$ cat config.mk
export PLATFORM = sky130hd
export DESIGN_NAME = uart_receive
export DESIGN_NICKNAME = d
export VERILOG_FILES = /design/src/rtl/uart_receive.sv
export SDC_FILE = /design/constraint.sdc
export NUM_CORES = 1
export LEC_CHECK = 0
export ABC_AREA = 1
export CAP_MARGIN = 0
export CELL_PAD_IN_SITES_DETAIL_PLACEMENT = 1
export CELL_PAD_IN_SITES_GLOBAL_PLACEMENT = 2
export CORE_AREA = 3 3 96 61
export DETAILED_ROUTE_END_ITERATION = 6
export DIE_AREA = 0 0 99 64
export PLACE_DENSITY = 0.8
export SLEW_MARGIN = 20
export SYNTH_ARGS = -nofsm -noshare
export SYNTH_HDL_FRONTEND = slang
export SYNTH_SLANG_ARGS = --single-unit
$ cat constraint.sdc
create_clock -name i_clk -period 1.6 [get_ports i_clk]
set_input_delay 0.16 -clock i_clk [delete_from_list [all_inputs] [get_ports i_clk]]
set_output_delay 0.16 -clock i_clk [all_outputs]
set_load 0.1 [all_outputs]
$ cat src/rtl/uart_receive.sv
// UART receiver: 2-flop synchronised rx, mid-bit sampling, LSB-first, one stop bit.
// Completed bytes are held in rx_data with a valid/ack handshake; drops flag o_overrun.
module uart_receive #(
  parameter int unsigned DATA_BITS    = 8,
  parameter int unsigned CLKS_PER_BIT = 16
) (
  input  logic                 i_clk,
  input  logic                 i_rst,
  input  logic                 rx,
  input  logic                 i_ack,
  output logic [DATA_BITS-1:0] rx_data,
  output logic                 o_valid,
  output logic                 o_frame_err,
  output logic                 o_overrun,
  output logic                 o_busy
);

  localparam int unsigned CntW = $clog2(CLKS_PER_BIT);
  localparam int unsigned IdxW = $clog2(DATA_BITS + 1);
  localparam logic [CntW-1:0] CntHalf = CntW'(CLKS_PER_BIT / 2 - 1);
  localparam logic [CntW-1:0] CntLast = CntW'(CLKS_PER_BIT - 1);
  localparam logic [IdxW-1:0] IdxLast = IdxW'(DATA_BITS - 1);

  typedef enum logic [2:0] {
    StIdle,
    StStart,
    StData,
    StStop,
    StWaitHigh
  } state_t;

  state_t                 r_state;
  logic                   r_rx_meta;
  logic                   r_rx_s;
  logic [CntW-1:0]        r_cnt;
  logic [IdxW-1:0]        r_idx;
  logic [DATA_BITS-1:0]   r_shift;
  logic [DATA_BITS-1:0]   r_data;
  logic                   r_commit;
  logic                   r_valid;
  logic                   r_frame_err;
  logic                   r_overrun;

  always_ff @(posedge i_clk) begin
    if (i_rst) begin
      r_state     <= StIdle;
      r_rx_meta   <= 1'b1;
      r_rx_s      <= 1'b1;
      r_cnt       <= '0;
      r_idx       <= '0;
      r_shift     <= '0;
      r_data      <= '0;
      r_commit    <= 1'b0;
      r_valid     <= 1'b0;
      r_frame_err <= 1'b0;
      r_overrun   <= 1'b0;
    end else begin
      r_rx_meta   <= rx;
      r_rx_s      <= r_rx_meta;
      r_frame_err <= 1'b0;
      r_overrun   <= 1'b0;
      r_commit    <= 1'b0;

      case (r_state)
        StIdle: begin
          if (!r_rx_s) begin
            r_state <= StStart;
            r_cnt   <= '0;
          end
        end
        StStart: begin
          if (r_cnt == CntHalf) begin
            r_cnt <= '0;
            if (!r_rx_s) begin
              r_state <= StData;
              r_idx   <= '0;
            end else begin
              r_state <= StIdle;
            end
          end else begin
            r_cnt <= r_cnt + 1'b1;
          end
        end
        StData: begin
          if (r_cnt == CntLast) begin
            r_cnt <= '0;
            for (int unsigned i = 0; i < DATA_BITS; i++) begin
              if (r_idx == IdxW'(i)) r_shift[i] <= r_rx_s;
            end
            r_idx <= r_idx + 1'b1;
            if (r_idx == IdxLast) r_state <= StStop;
          end else begin
            r_cnt <= r_cnt + 1'b1;
          end
        end
        StStop: begin
          if (r_cnt == CntLast) begin
            r_cnt <= '0;
            if (r_rx_s) begin
              r_commit <= 1'b1;
              r_state  <= StIdle;
            end else begin
              r_frame_err <= 1'b1;
              r_state     <= StWaitHigh;
            end
          end else begin
            r_cnt <= r_cnt + 1'b1;
          end
        end
        StWaitHigh: begin
          if (r_rx_s) r_state <= StIdle;
        end
        default: r_state <= StIdle;
      endcase

      // A same-cycle ack frees the holding register for the incoming byte.
      if (r_commit) begin
        if (!r_valid || i_ack) begin
          r_data  <= r_shift;
          r_valid <= 1'b1;
        end else begin
          r_overrun <= 1'b1;
        end
      end else if (i_ack && r_valid) begin
        r_valid <= 1'b0;
      end
    end
  end

  assign rx_data     = r_data;
  assign o_valid     = r_valid;
  assign o_frame_err = r_frame_err;
  assign o_overrun   = r_overrun;
  assign o_busy      = (r_state != StIdle);

endmodule

==> out/metrics.cfg, run 1 <==
[status]
status = finished, final reports clean

[cells_and_area]
fin_cells = 303
layout_commonest_cell = nand2_1
nets = 245
drive_gt1_frac = 0.194
area_delta_synth_final_pct = 32.2
most-common-layout-cells = nand2_1 (35), nor2_1 (31), dfxtp_1 (31)
diodes = 0

[setup_path]
r2r_slack_ns = 0.13
crit_top_cell = nand2_2
r2r-start = r_cnt[1]
critPathLaunch = r_cnt[1]
cp-start-kind = flip-flop
crit_path_top_delay_cell = dfxtp_1
worstPathArrival_ns = 1.69
critPathKind = reg -> reg
r2r_cells = 7
timing.rr.end = r_shift[2]
path_cells = ha_4, nand2_2, nor2_4, nand2_2, nor2_1, o21ai_1, a21oi_1
crit_path_end_kind = flip-flop
path_max_fanout = 5
critPathBufInv = 0
crit_cells = 7
cp-endpoint = r_shift[2]
cpPeakStageDelay_ns = 0.42
cp.required_ns = 1.82
crit_family = simple AND/OR/NAND/NOR gates

[logic_synthesis]
synth-edff-count = 0
synthArstFlopShare = 0
synth.distinct_cells = 27
synth_top_cell_by_area = dfxtp_1
synthCells = 212
synth_top_area_frac = 0.428
yosys_warnings = 0
synth_area_per_cell_sq_um = 7.29
synth_flop_cell = dfxtp_1
synth_nets = 221
synth_area_sq_um = 1550
synthTopCellsByArea = dfxtp_1 (43%), nand2_1 (8.5%), nor2_1 (7.8%)
ys_seq_area_frac = 0.428
ys_ff_latch = 33

[timing]
finalHoldViolations = 0
setup_viol = 0
finalMaxSlewViolations = 0
tns_ns = 0
max_freq_mhz = 679
rsz0062_at_grt = false
period_share = 0.920
fin_skew_ns = 0.00457
max_slew_margin = 0.695
worst_slack_ns = 0.128
tightest_slew_ns = 0.453
layout_min_cycle_time_ns = 1.47

[global_routing]
grt_max_degree = 21
overflow = 0
grt_pass1_wl_um = 6980
grt_pass1_vias = 1377
antenna_found_initial = 0
track_usage = 0.139

[drt]
detail_route.wl_per_cell_um = 13.4
vias = 1369
drc_errors = 0
drt_first_pass_iters = 4
vias_per_cell = 4.52
antenna_left = 0
drtIter0Drc = 82
wirelength_um = 4060

[clock_tree]
ctsHoldBuffers = 0
clkLatencyLatePin_ns = 0.28
clk_pin_slew_ns = 0.07
clock_sinks = 33
cts_root_buf = clkbuf_8
cts_tree = done
cts_buffers = 5
cts_setup_buffers = 0
htree_levels = 2
clockBufferDepth = 2

[place]
place.gp.congestion = 0.802
placed_cells = 295
hpwl_um = 3090
pre_cts_ws_ns = 0.0360
io_buffers = 15

[pwr]
p_per_area_nw_per_um2 = 1360
p_leak_nw = 0.830
ir_drop_mv = 0.588

[die]
fp.dieH_um = 64
core_region_area_sq_um = 5030
rows = 20
ios = 16
die-width_um = 99
start_util = 0.307
die_area_sq_um = 6340

[job]
maxCapViolCount = 0

[hold_path]
hp-class = reg -> reg

state kept, by name, indices dropped and copies added (netlist names):
name,count
r_rx_meta,1
r_state,3
r_commit,1
r_shift,8
o_overrun,1
o_frame_err,1
r_cnt,4
rx_data,8
o_valid,1
r_idx,4
r_rx_s,1
worst min-delay path by stage:
| stage | startpoint | to | slack [ns] | cells past startpoint |
|---|---|---|---|---|
| final | r_rx_meta | r_rx_s | 0.42 | 1 |
| after CTS | r_rx_meta | r_rx_s | 0.43 | 1 |
| after detailed placement | r_rx_meta | r_rx_s | 0.40 | 1 |
| after floorplan | i_rst | r_commit | 0.24 | 1 |
| after global routing | r_rx_meta | r_rx_s | 0.45 | 1 |
| after global placement | r_rx_meta | r_rx_s | 0.41 | 1 |
through the flow:
step           cell area, sq um  power, mW  utilization  hold WS, ns
3_3_place_gp               1930       2.08        0.383        0.405
5_1_grt                    2040       2.99        0.406        0.451
4_1_cts                    2030       2.79        0.403        0.429
2_1_floorplan              1550       1.80            -        0.239
6_report                   2040       2.77        0.406        0.424
3_5_place_dp               1930       2.08        0.383        0.399
where the power goes:
group          internal, mW  leakage, nW  switching (mW)
clock                 0.389       0.0542           0.307
combinational         0.348        0.508           0.743
sequential            0.881        0.268           0.102
what timing repair did:
action,CTS,global route
pin swaps,0,0
endpoints found under the setup margin,1,12
resized for setup,1,3
cell type report:
cell class / count / area (sq um)
clock buffers: 7 / 96.3
clock inverters: 1 / 5.00
fillers: 607 / 2990
inverters: 25 / 96.3
multi-input cells: 149 / 777
flip-flops and latches: 33 / 663
well taps: 66 / 82.6
repair buffers: 22 / 323
layer usage:
metal / part of all wire / track usage / wire length (um)
met2: 0.38 / 0.186 / 1530
met1: 0.59 / 0.216 / 2380
met3: 0.031 / 0.0371 / 125
met5: 0 / 0 / 0
met4: 0.0044 / 0.0358 / 18
cell usage after synthesis (3+ instances only):
library cell	number
nor3_1	5
o21ai_1	8
nand3_1	19
inv_1	20
a21oi_1	19
nand2_1	35
clkbuf_1	4
o21ai_0	8
ha_1	5
inv_2	3
nor2_1	32
dfxtp_1	33
logic make-up (layout without fill, tap and decap cells):
group | count (synthesis) | in the layout | synth area share
compound gates | 37 | 37 | 0.124
xor+xnor | 2 | 2 | 0.0113
fa+ha+maj | 5 | 5 | 0.0405
buf+inv | 30 | 55 | 0.0793
flops | 33 | 33 | 0.428
simple gates | 105 | 105 | 0.317
No activity file was read; power rests on OpenSTA's default activity.
==> run 2: changes to the inputs <==
- CORE_AREA: 3 3 96 61 -> 2 2 74 76
- DIE_AREA: 0 0 99 64 -> 0 0 76 78
- SLEW_MARGIN: 20 -> unset
==> out/metrics.cfg, run 2 (synthesized netlist as in run 1, its figures left out) <==
[status]
status = finished, final reports clean

[die]
core_region_area_sq_um = 5040  ; +0.25%
start_util = 0.306  ; -0.000762
ios = 16  ; unchanged
rows = 26  ; +30%
die_area_sq_um = 5930  ; -6.4%
fp.dieH_um = 78  ; +22%
die-width_um = 76  ; -23%

[timing]
finalHoldViolations = 0  ; unchanged
max_slew_margin = 0.760  ; +0.0644
period_share = 0.882  ; -0.0383
rsz0062_at_grt = false
fin_skew_ns = 0.00531  ; +0.000743 ns
max_freq_mhz = 709  ; +4.3%
tightest_slew_ns = 0.358  ; -0.0951 ns
layout_min_cycle_time_ns = 1.41  ; -0.0613 ns
worst_slack_ns = 0.189  ; +0.0613 ns
fin_hold_ws_ns = 0.424  ; -0.000377 ns
setup_viol = 0  ; unchanged
tns_ns = 0  ; unchanged
finalMaxSlewViolations = 0  ; unchanged

[setup_path]
critPathBufInv = 1  ; +1
path_cells = nor2_1, nand2_1, buf_12
cp.required_ns = 1.44  ; -0.38 ns
cpPeakStageDelay_ns = 0.52  ; +0.10 ns
critPathKind = reg -> out
worstPathArrival_ns = 1.25  ; -0.44 ns
crit_path_end_kind = primary output
cp-start-kind = flip-flop
crit_family = flip-flops
path_max_fanout = 8  ; +3
crit_path_top_delay_cell = dfxtp_1

[clock_tree]
clock_sinks = 33  ; unchanged
cts_root_buf = clkbuf_8
htree_levels = 2  ; unchanged
cts_tree = done
clkLatencyLatePin_ns = 0.28  ; about the same
clockBufferDepth = 2  ; unchanged
clk_pin_slew_ns = 0.07  ; about the same
cts_buffers = 5  ; unchanged

[place]
hpwl_um = 2870  ; -7.2%
io_buffers = 15  ; unchanged
pre_cts_ws_ns = 0.112  ; +0.0762 ns
place.gp.congestion = 0.763  ; -4.8%

[drt]
detail_route.wl_per_cell_um = 11.9  ; -11%
drt_first_pass_iters = 4  ; unchanged
vias_per_cell = 4.57  ; +1.2%
drc_errors = 0  ; unchanged
wirelength_um = 3680  ; -9.2%
drtIter0Drc = 28  ; -66%
antenna_left = 0  ; unchanged
vias = 1417  ; +3.5%

[cells_and_area]
layout_commonest_cell = nand2_1
most-common-layout-cells = nand2_1 (35), nor2_1 (31), dfxtp_1 (31)
final_util = 0.412  ; +0.00544
area_delta_synth_final_pct = 34.3
nets = 248  ; +1.2%
diodes = 0  ; unchanged
drive_gt1_frac = 0.200  ; +0.00591

[global_routing]
track_usage = 0.140  ; +0.000823
grt_pass1_wl_um = 6640  ; -4.7%
grt_max_degree = 21  ; unchanged
antenna_found_initial = 0  ; unchanged
overflow = 0  ; unchanged
grt_pass1_vias = 1470  ; +6.8%

[pwr]
p_per_area_nw_per_um2 = 1390  ; +2.6%
p_leak_nw = 0.848  ; +2.2%
ir_drop_mv = 1.65  ; +180%

[hold_path]
hp-class = reg -> reg

[job]
maxCapViolCount = 0  ; unchanged

run 2: layout make-up:
cell class                 count  area [sq um]
clock buffer                   7          86.3
fill                         622          2970
timing repair buffer          25           345
clock inverter                 1          30.0
tap                           70          87.6
sequential                    33           663
multi-input combinational    149           767
inverter                      25          96.3
run 2: timing repair:
action,in CTS,in global routing
setup endpoints to repair,0,12
hold buffers,0,0
setup buffers,0,0
resized for setup,0,3
endpoints found under the hold margin,0,0
run 2: worst paths after layout:
path | start | end | slack [ns] | cells past startpoint
worst max register to register | r_cnt[0] | r_state[0] | 0.19 | 9
worst min register to register | r_rx_meta | r_rx_s | 0.42 | 1
worst max-delay path | r_state[1] | o_busy | 0.19 | 3
worst min-delay path | r_rx_meta | r_rx_s | 0.42 | 1
run 2: per-layer routing:
| layer | GRT usage | part of all wire | vias to the layer above |
|---|---|---|---|
| li1 | - | - | 746 |
| met2 | 0.252 | 0.49 | 14 |
| met4 | 0.0491 | 0.015 | 0 |
| met1 | 0.165 | 0.47 | 651 |
| met5 | 0 | 0 | - |
| met3 | 0.0314 | 0.026 | 6 |
run 2: report_power, final:
group | switching, mW | internal, mW | total, mW
Combinational | 0.741 | 0.369 | 1.11
Clock | 0.302 | 0.508 | 0.809
Sequential | 0.0867 | 0.881 | 0.968
Total | 1.13 | 1.76 | 2.89
run 2: per-stage QoR:
step / area (sq um) / power, mW / instances
floorplan: 1550 / 1.80 / 212
global placement: 1950 / 2.10 / 302
detailed placement: 1950 / 2.10 / 302
CTS: 2070 / 2.92 / 310
global route: 2080 / 3.12 / 310
finish: 2080 / 2.89 / 310
